$ cat config.mk
export PLATFORM = sky130hd
export DESIGN_NAME = sparse_window_sequencer
export DESIGN_NICKNAME = d
export VERILOG_FILES = /design/src/rtl/sparse_window_sequencer.sv
export SDC_FILE = /design/constraint.sdc
export NUM_CORES = 1
export LEC_CHECK = 0
export CORE_ASPECT_RATIO = 0.75
export CORE_MARGIN = 1.5
export CORE_UTILIZATION = 45
export DETAILED_ROUTE_END_ITERATION = 16
export HOLD_SLACK_MARGIN = 0.05
export PLACE_DENSITY_LB_ADDON = 0.25
export RECOVER_POWER = 25
export SKIP_LAST_GASP = 1
export SLEW_MARGIN = 40
export SYNTH_ARGS = -nofsm -noshare
export SYNTH_HDL_FRONTEND = slang
export SYNTH_SLANG_ARGS = --single-unit
$ cat constraint.sdc
create_clock -name clock -period 2.3 [get_ports clock]
set_clock_uncertainty 0.05 [all_clocks]
set_input_delay 0.69 -clock clock [delete_from_list [all_inputs] [get_ports clock]]
set_output_delay 0.69 -clock clock [all_outputs]
set_load 0.005 [all_outputs]
$ cat src/rtl/sparse_window_sequencer.sv
// rtl/sparse_window_sequencer.sv - Sequences compressed transfer blocks of one sparse window to the buffer-update stage
module sparse_window_sequencer #(
    parameter int TRANSFER_SIZE           = 4,
    parameter int CLUSTER_BITWIDTH        = 8,
    parameter int COMPRESSION_WINDOW_SIZE = 32
) (
    input  logic                                                   clock,
    input  logic                                                   resetn,
    input  logic                                                   i_mask_valid,
    output logic                                                   o_mask_ready,
    input  logic [COMPRESSION_WINDOW_SIZE-1:0]                     i_mask,
    input  logic                                                   i_block_valid,
    output logic                                                   o_block_ready,
    input  logic [TRANSFER_SIZE*CLUSTER_BITWIDTH-1:0]              i_block,
    output logic                                                   o_out_valid,
    input  logic                                                   i_out_ready,
    output logic [TRANSFER_SIZE*CLUSTER_BITWIDTH-1:0]              o_out_block,
    output logic [$clog2(COMPRESSION_WINDOW_SIZE/TRANSFER_SIZE)-1:0] o_out_index,
    output logic [$clog2(TRANSFER_SIZE):0]                         o_out_count,
    output logic                                                   o_out_last,
    output logic                                                   o_window_done
);

    localparam int INDEX_W = $clog2(COMPRESSION_WINDOW_SIZE / TRANSFER_SIZE);
    localparam int COUNT_W = $clog2(TRANSFER_SIZE) + 1;
    localparam int POP_W   = $clog2(COMPRESSION_WINDOW_SIZE + 1);
    localparam int NB_W    = $clog2((COMPRESSION_WINDOW_SIZE + TRANSFER_SIZE - 1) / TRANSFER_SIZE + 1);

    typedef enum logic [1:0] {
        IDLE   = 2'd0,
        STREAM = 2'd1,
        FLUSH  = 2'd2,
        DONE   = 2'd3
    } stateType;

    stateType           state;
    logic [NB_W-1:0]    counter;
    logic [NB_W-1:0]    numBlocks;
    logic [COUNT_W-1:0] rem;

    logic [POP_W-1:0]   popCount;
    logic [NB_W-1:0]    maskBlocks;
    logic [COUNT_W-1:0] maskRem;

    logic maskHs;
    logic blockHs;
    logic outHs;
    logic isLast;

    // Block acceptance is combinational on downstream ready so a full pipeline moves one block per cycle
    assign o_block_ready = (state == STREAM) && (!o_out_valid || i_out_ready);
    assign maskHs        = i_mask_valid && o_mask_ready;
    assign blockHs       = i_block_valid && o_block_ready;
    assign outHs         = o_out_valid && i_out_ready;
    assign isLast        = (counter == numBlocks - NB_W'(1));

    // Window geometry from the incoming bitmask: non-zero cluster count, block count, tail size
    always_comb begin
        popCount = '0;
        for (int i = 0; i < COMPRESSION_WINDOW_SIZE; i++) begin
            popCount = popCount + POP_W'(i_mask[i]);
        end
        maskBlocks = NB_W'((32'(popCount) + TRANSFER_SIZE - 1) / TRANSFER_SIZE);
        maskRem    = COUNT_W'(32'(popCount) % TRANSFER_SIZE);
    end

    // Window FSM plus output register; all outputs except o_block_ready are registered
    always_ff @(posedge clock or negedge resetn) begin
        if (!resetn) begin
            state         <= IDLE;
            counter       <= '0;
            numBlocks     <= '0;
            rem           <= '0;
            o_mask_ready  <= 1'b0;
            o_out_valid   <= 1'b0;
            o_out_block   <= '0;
            o_out_index   <= '0;
            o_out_count   <= '0;
            o_out_last    <= 1'b0;
            o_window_done <= 1'b0;
        end else begin
            o_window_done <= 1'b0;

            // A new block replaces the register even when the old one leaves in the same cycle
            if (blockHs) begin
                o_out_valid <= 1'b1;
                o_out_block <= i_block;
                o_out_index <= INDEX_W'(counter);
                o_out_last  <= isLast;
                o_out_count <= (isLast && rem != '0) ? rem : COUNT_W'(TRANSFER_SIZE);
            end else if (outHs) begin
                o_out_valid <= 1'b0;
            end

            case (state)
                IDLE: begin
                    o_mask_ready <= 1'b1;
                    if (maskHs) begin
                        o_mask_ready <= 1'b0;
                        numBlocks    <= maskBlocks;
                        rem          <= maskRem;
                        counter      <= '0;
                        if (maskBlocks != '0) begin
                            state <= STREAM;
                        end else begin
                            state         <= DONE;
                            o_window_done <= 1'b1;
                        end
                    end
                end
                STREAM: begin
                    if (blockHs) begin
                        counter <= counter + NB_W'(1);
                        if (isLast) begin
                            state <= FLUSH;
                        end
                    end
                end
                FLUSH: begin
                    if (outHs && o_out_last) begin
                        state         <= DONE;
                        o_window_done <= 1'b1;
                    end
                end
                DONE: begin
                    state        <= IDLE;
                    o_mask_ready <= 1'b1;
                end
                default: state <= IDLE;
            endcase
        end
    end

endmodule

After elaboration in Yosys (flattened, before gate mapping):

Index checks and enable logic that the tools add are counted.

* output and inout bits: 43
* register bits after elaboration: 54
* input port bits: 69

* muxes and demuxes: 18
* eq/ne operators: 8
* reductions and logical operators: 17
* add/subtract/negate cells: 35

Operators by type and width (count)
* $add 6x1->6: 26
* $mux 2: 5
* $mux 4: 2
* $ne 2x2->1 const B: 4
* $pmux 2 s4: 1
* $pmux 4 s2: 1
* $add 5x1->6: 1
* $add 6x3->6 const B: 1
* $logic_and 1x1->1: 6
* $mux 1: 6
* $reduce_bool 2->1: 3
* $sub 6x1->6 const B: 1
* $add 4x1->5: 1
* $add 3x1->4: 1
* $add 4x1->4 const B: 1
* $eq 2x2->1 const B: 2
* $eq 4x4->1: 1
* $pmux 1 s2: 2
* $reduce_and 4->1: 1
* $reduce_bool 4->1: 1
* $sub 4x1->4 const B: 1
* $add 2x1->3: 1
* $mux 3: 1
* $reduce_and 3->1: 1
* other kinds (7): 7

Logic depth before layout (Yosys ltp):

Gate-level depths: netlist of the first run.

* depth after elaboration: 37
* depth in mapped cells: 18

Worst setup path before layout of the first run:

OpenSTA, ideal clock, no wires.

* path kind: input to register
* start point: input i_mask[17]
* end point: register numBlocks[2]
* required time: 2113 ps
* stages on the path: 17
* path slack: -2972 ps
* arrival time: 5085 ps
* buffers on the path: 0
* path through: fa_1 inv_1 fa_1 inv_1 fa_1 inv_1 fa_1 fa_1 fa_1 inv_1 ha_1 fa_1 a21o_1 a21oi_1 xnor2_1 xor2_1 o21ai_0

* longest elaborated chain between the ends: 17

RTL lines
* start: declaration: line 11 `input logic [COMPRESSION_WINDOW_SIZE-1:0] i_mask,`
* $add 6x1->6 (15 in a row): line 61 `popCount = popCount + POP_W'(i_mask[i]);`
* $add 6x3->6: line 63 `maskBlocks = NB_W'((32'(popCount) + TRANSFER_SIZE - 1) / TRANSFER_SIZE);`
* $sub 6x1->6: line 63
* end signal: assignment: line 100 `numBlocks <= maskBlocks;`
* end: declaration: line 38 `logic [NB_W-1:0] numBlocks;`

No other way between the ends.
A chain may end at the register's enable or synchronous reset.

Worst setup path after layout of the first run:

* start point: input i_mask[7]
* end point: register numBlocks[2]

* longest elaborated chain between the ends: 27

RTL lines (line)
* $add 6x1->6 (25 in a row): 61
* $add 6x3->6: 63
* $sub 6x1->6: 63

No other way between the ends.

==> flow_metrics.tcl, run 1 <==
set metrics [dict create \
    clock_latency_ps 320 \
    drive_above_1_share_pct 15.9 \
    num-fill-cells 537 \
    crit_arrival_ps 5320 \
    vias_per_cell 4.79 \
    yosys_warnings 0 \
    slew_headroom_pct 5.63 \
    critPathLaunchType "primary input" \
    area_growth_pct 49.1 \
    power.share.clock_pct 10.0 \
    grt_max_degree 40 \
    syn-num-nets 448 \
    preCtsSetupSlack_ps -3560 \
    detailedRoute.firstIterationViolations 62 \
    seq_area_frac_synth_pct 42.6 \
    worst_pin_slew_ps 1420 \
    report.final.slew_viol_count 0 \
    switchingPower_mw 2.69 \
    cp_max_fo 3 \
    dieArea_um2 7560 \
    post-route-period-util_pct 223 \
    final_area_um2 4730 \
    multi_input_area_um2 1710 \
    grt_overflow 0 \
    num_antenna_cells 0 \
    firstDrtPassIters 4 \
    busiest_layer "met2" \
    power_switching_share_pct 40.0 \
    setup_viol 8 \
    period_needed_ps 5130 \
    p_leak_nw 2.41 \
    layout_common_cells "nand2_1, clkdlybuf4s50_1, dfrtp_1" \
    max_freq_ghz 0.195 \
    cts_max_level 2 \
    cts_buffers 5 \
    antenna_found_initial 0 \
    synth-seq-cells 54 \
    io_buffer_count 111 \
    dp_hpwl_um 5660 \
    postRouteAntennaNets 0 \
    path_class "in -> reg" \
    synthCells 342 \
    vias 2669 \
    use_met1_pct 26.6 \
    outcome "complete, but fails checks" \
    cp-end-kind "flip-flop" \
    avgSynthCellArea_um2 9.27 \
    grt_pass1_wl_um 11900 \
    gp_congestion 0.813 \
    grtUsageMet3_pct 4.22 \
    powerDensity_nw_per_um2 1420 \
    ys_types 34 \
    cp_data_required_time_ps 2490 \
    holdCritPathClass "reg -> reg" \
    initial_utilization_pct 46.6 \
    rsz0062_at_grt "true" \
    regArea_um2 1350 \
    met2_usage_pct 33.9 \
    cap_violations 0 \
    die-height_um 75.7 \
    coreArea_um2 6800 \
    max-vdd-ir-drop_v 0.00149 \
    placed_cell_area_um2 4540 \
    cts_root_buffer "clkbuf_8" \
    cts_num_sinks 54 \
    finalHoldViolCount 0 \
    hold_buffers 0 \
    wirelength_um 7310 \
    seqPwrFrac_pct 14.1 \
    worst_slack_ps -2830 \
    drc_errors 0 \
    clkTransAtPathRegs_ps 100 \
    std_cell_rows 26 \
    cts_tree "done" \
    die_w_um 99.9 \
    netlist_area_um2 3170 \
    power_frac_comb_pct 75.9 \
    p_int_mw 4.04 \
    final_nets 578 \
    violations "negative setup slack" \
    grt_pass1_vias 2563 \
    mostFrequentLayoutCell "nand2_1" \
    ios 112 \
    grt_use_total_pct 20.3 \
    wl_per_cell_um 13.1 \
    cts.path.max_buffers 2 \
]
[routing by layer]
layer	part of all wire, %	vias to the layer above
met1	45	1265
met2	48	81
met5	0	-
met4	1.9	0
met3	5.1	15
li1	-	1308
[path summary, 6_finish.rpt]
check	startpoint	endpoint	slack, ps	cells past startpoint
worst max-delay path	i_mask[7]	numBlocks[2]$_DFFE_PN0P_	-2830	17
worst min-delay path	o_out_block[4]$_DFFE_PN0P_	o_out_block[4]$_DFFE_PN0P_	430	2
worst max register to register	numBlocks[0]$_DFFE_PN0P_	state[1]$_DFFE_PN0P_	390	7
worst min register to register	o_out_block[4]$_DFFE_PN0P_	o_out_block[4]$_DFFE_PN0P_	430	2
max in group asynchronous	resetn	o_mask_ready$_DFFE_PN0P_	370	2
min in group asynchronous	resetn	o_out_block[19]$_DFFE_PN0P_	620	1
[power groups by stage]
stage          Combinational, mW  Sequential [mW]  Clock [mW]
2_1_floorplan               2.44            0.968           0
3_3_place_gp                3.60            0.967           0
4_1_cts                     4.35            0.949       0.685
5_1_grt                     5.50            0.949       0.722
6_report                    5.11            0.949       0.676
3_5_place_dp                3.78            0.967           0
[flip-flops by register name, indices dropped and copies added (netlist names), 2 cells and up]
| signal | flops |
|---|---|
| counter | 4 |
| rem | 2 |
| o_out_count | 3 |
| o_out_block | 32 |
| state | 2 |
| numBlocks | 4 |
| o_out_index | 3 |
[synth_stat cells, drive strengths merged]
master	instances	area share, %
nand2b	2	0.39
o211a	1	0.32
nand4	2	0.39
a211o	1	0.28
and2	3	0.59
ha	13	5.1
o21a	2	0.47
nand3	7	1.5
nand2	119	14
a21oi	4	0.63
clkbuf	5	0.59
buf	5	0.79
nor2	6	0.71
and3	2	0.39
o32ai	1	0.28
nor3	2	0.32
a22o	3	0.83
inv	51	6.0
o21ai	12	1.9
nor4	2	0.87
or3	1	0.20
nor2b	1	0.20
fa	24	15
mux2	2	0.71
mux2i	2	0.63
xnor2	8	2.2
dfrtp	54	43
a21o	3	0.75
or2	1	0.20
xor2	3	0.83
[per-stage QoR]
stage,setup TNS [ps],utilization (%),total power [mW],hold slack [ps],std cells
after floorplan,-20850,-,3.41,344,342
after global placement,-25880,66.7,4.56,406,546
after detailed placement,-26820,66.7,4.74,412,546
after CTS,-21160,69.0,5.99,336,554
after global routing,-21600,69.5,7.17,461,557
final,-20740,69.5,6.73,435,557
[worst max-delay path, stage by stage]
cell	delay (ps)
clkdlybuf4s15_1	160
inv_1	50
fa_1	530
fa_2	460
fa_2	370
inv_2	70
fa_1	450
fa_1	560
inv_1	60
fa_1	530
inv_1	80
ha_4	220
and3_1	170
o21ai_0	390
nand3_1	180
xor2_1	200
o21ai_1	150
[logic make-up (layout without fill, tap and decap cells)]
| logic type | Yosys count | count (layout) | share of synthesized area (%) |
|---|---|---|---|
| AO/OA/AOI/OAI | 27 | 27 | 5.45 |
| flip-flops | 54 | 54 | 42.6 |
| multiplexers | 4 | 4 | 1.34 |
| XOR/XNOR | 11 | 11 | 3.04 |
| adder cells (fa/ha/maj) | 37 | 37 | 20.3 |
| AND/OR/NAND/NOR | 148 | 148 | 19.9 |
| buffers and inverters | 61 | 192 | 7.42 |
[repair_timing]
action / 4_1_cts / 5_1_grt
endpoints found under the setup margin: 9 / 8
endpoints found under the hold margin: 0 / 0
gates resized for setup: 56 / 18
pin swaps: 27 / 20
buffers inserted: 0 / 3
[cell type report]
cell class / count / area share [%]
Clock buffer: 5 / 1.46
Clock inverter: 3 / 1.03
Inverter: 51 / 4.05
Multi-Input combinational cell: 227 / 36.2
Sequential cell: 54 / 28.6
Tap cell: 84 / 2.22
Timing Repair Buffer: 133 / 26.5
Note: power is estimated with default switching activity, not from simulation.
==> run 2, diff against run 1 <==
--- a/config.mk
+++ b/config.mk
@@ -5,9 +5,11 @@
 export SDC_FILE = /design/constraint.sdc
 export NUM_CORES = 1
 export LEC_CHECK = 0
+export ABC_AREA = 1
 export CORE_ASPECT_RATIO = 0.75
 export CORE_MARGIN = 1.5
 export CORE_UTILIZATION = 45
+export CTS_CLUSTER_DIAMETER = 30
 export DETAILED_ROUTE_END_ITERATION = 16
 export HOLD_SLACK_MARGIN = 0.05
 export PLACE_DENSITY_LB_ADDON = 0.25
==> run 2 against run 1 <==
The run still ends with negative setup slack left. Total power increased by 32%. Die area increased by 4.1%. Core utilization down 1.4 points. Via count grew 6.0%. Combinational power is 30% higher. Fmax decreased by 2.0%. Synthesized area grew 4.3%. Sequential share of layout area is 0.091 points lower. Flip-flop and latch count stayed put. Highest routed layer unchanged.
==> flow_metrics.tcl, run 2 <==
set metrics [dict create \
    outcome "complete, but fails checks" \
    violations "negative setup slack" \
    cts.path.max_buffers 2 \
    post-route-period-util_pct 227 \
    ys_types 31 \
    dp_hpwl_um 6070 \
    wl_per_cell_um 12.6 \
    worst_pin_slew_ps 1310 \
    worst_slack_ps -2930 \
    finalHoldViolCount 0 \
    num-fill-cells 582 \
    die_w_um 102 \
    multi_input_area_um2 1720 \
    largest_register_ffs 32 \
    grt_use_total_pct 21.3 \
    syn-num-nets 496 \
    grt_pass1_vias 2918 \
    postRouteAntennaNets 0 \
    cts_buffers 5 \
    grt_overflow 0 \
    max_freq_ghz 0.191 \
    wirelength_um 7740 \
    period_needed_ps 5230 \
    top_register "o_out_block" \
    hold_buffers 0 \
    met1_length_um 3400 \
    antenna_found_initial 0 \
    reg_top3 "o_out_block x32, counter x4, numBlocks x4" \
    synthSimpleGateAreaFrac_pct 26.4 \
    synthMuxAreaShare_pct 0 \
    firstDrtPassIters 4 \
    seq_area_frac_synth_pct 40.9 \
    yosys.cell_count.top_type "nand2_1" \
    top_layer_used "met4" \
    wl_met2_um 3830 \
    ys.flop_type "dfrtp_1" \
    setup_viol 8 \
    async_reset_ff_share_pct 100 \
    dieArea_um2 7870 \
    grt_pass1_wl_um 13200 \
    slew_headroom_pct 12.4 \
    synth-seq-cells 54 \
    synth-compound-area-share_pct 4.01 \
    cap_violations 0 \
    cts_max_level 2 \
    path_class "in -> reg" \
    clock_latency_ps 310 \
    final_area_um2 4740 \
    final_nets 620 \
    drc_errors 0 \
    netlist_area_um2 3310 \
    io_buffer_count 111 \
    clkTransAtPathRegs_ps 100 \
    ys_top_cells_by_area "dfrtp_1, nand2_1, fa_1, inv_1, ha_1" \
    avgSynthCellArea_um2 8.48 \
    cp_data_required_time_ps 2500 \
    grt_max_degree 55 \
    die-height_um 77.2 \
    crit_arrival_ps 5430 \
    yosys.area.top_type_share_pct 40.9 \
    mostFrequentLayoutCell "nand2_1" \
    drive_above_1_share_pct 13.0 \
    area_growth_pct 43.5 \
    report.final.slew_viol_count 0 \
    cts_root_buffer "clkbuf_8" \
    holdCritPathClass "reg -> reg" \
    synthTopCellsByCount "nand2_1, inv_1, dfrtp_1" \
    coreArea_um2 6960 \
    cts_tree "done" \
    detailedRoute.firstIterationViolations 78 \
    synthCells 390 \
    utilization_pct 68.1 \
    layout_common_cells "nand2_1, clkdlybuf4s50_1, inv_1" \
    ios 112 \
    synth_xor_xnor_area_share_pct 0.530 \
    vias 2830 \
    num_antenna_cells 0 \
    initial_utilization_pct 47.5 \
    synth-edff-count 0 \
    regArea_um2 1350 \
    placed_cell_area_um2 4640 \
    synth_top_family_by_area "simple AND/OR/NAND/NOR gates" \
    cp-end-kind "flip-flop" \
    gp_congestion 0.837 \
    vias_per_cell 4.62 \
    std_cell_rows 26 \
    rsz0062_at_grt "true" \
    p_leak_nw 2.46 \
    dr_wl_met3_um 316 \
    synth_top_area_cell "dfrtp_1" \
    cts_num_sinks 54 \
    power.total_mw 8.87 \
    cp_max_fo 3 \
    powerDensity_nw_per_um2 1870 \
    synth_fa_ha_area_share_pct 19.5 \
    yosys_warnings 0 \
    max-vdd-ir-drop_v 0.00117 \
    critPathLaunchType "primary input" \
]
==> run 2: cell count changes in the layout (fill, tap and decap cells not counted), moves of 5 or more <==
cell     change
fa_1         +5
inv_1       +19
buf_4        -7
xnor2_1      -5
fa_2         -5
nand3_2      +6
nand2_1     +38
nand2_2      +5
==> run 2: worst paths after layout <==
kind	from	to	slack (ps)	cells past startpoint
setup / recovery	i_mask[17]	numBlocks[3]$_DFFE_PN0P_	-2930	19
hold / removal	o_out_block[3]$_DFFE_PN0P_	o_out_block[3]$_DFFE_PN0P_	440	2
setup reg to reg	state[1]$_DFFE_PN0P_	state[1]$_DFFE_PN0P_	510	11
hold reg to reg	o_out_block[3]$_DFFE_PN0P_	o_out_block[3]$_DFFE_PN0P_	440	2
max in group asynchronous	resetn	state[0]$_DFFE_PN0P_	710	2
min in group asynchronous	resetn	numBlocks[0]$_DFFE_PN0P_	690	2
==> run 2: cells by family after synthesis <==
logic type | after synthesis
buffers and inverters | 75
DFF | 54
and+or+nand+nor | 200
xor gates and xnor gates | 2
adders and majority gates | 37
AOI/OAI and AO/OA | 22
==> run 2: area by class of cell <==
type / instances / share of cell area (%)
Tap cell: 98 / 2.59
Sequential cell: 54 / 28.5
Timing Repair Buffer: 125 / 24.9
Clock buffer: 5 / 1.45
Multi-Input combinational cell: 261 / 36.4
Inverter: 67 / 5.30
Clock inverter: 3 / 0.923
==> run 2: power by group <==
group,switching [mW],internal (mW)
logic,3.59,3.02
registers,0.250,1.36
clock network,0.323,0.327
total,4.16,4.71
==> run 2: repair_timing <==
action | in CTS | in global routing
resized for setup | 41 | 16
endpoints found under the setup margin | 9 | 8
setup buffers | 1 | 0
pin swaps | 23 | 20
==> run 2: metal layers <==
metal,track usage [%],up-vias
met3,4.28,15
met4,6.44,0
li1,-,1410
met1,26.7,1333
met2,36.7,72
met5,0,-
==> run 2: through the flow <==
stage	setup TNS (ps)	hold slack (ps)	setup WS [ps]	instances
2_1_floorplan	-21060	344	-2870	390
3_3_place_gp	-25990	410	-3400	604
3_5_place_dp	-27000	414	-3550	604
4_1_cts	-22100	316	-2970	613
5_1_grt	-22450	460	-3060	613
6_report	-21450	435	-2930	613
==> run 2: critical path: stages <==
cell and delay, ps:
buf_6 90, fa_1 550, inv_2 50, fa_1 530
inv_2 40, fa_1 470, inv_1 50, fa_1 490
fa_1 430, fa_1 500, inv_2 40, ha_4 150
fa_1 580, nor2_2 60, buf_4 140, nor2_4 120
nand3_4 130, o21a_1 210, o21ai_2 100
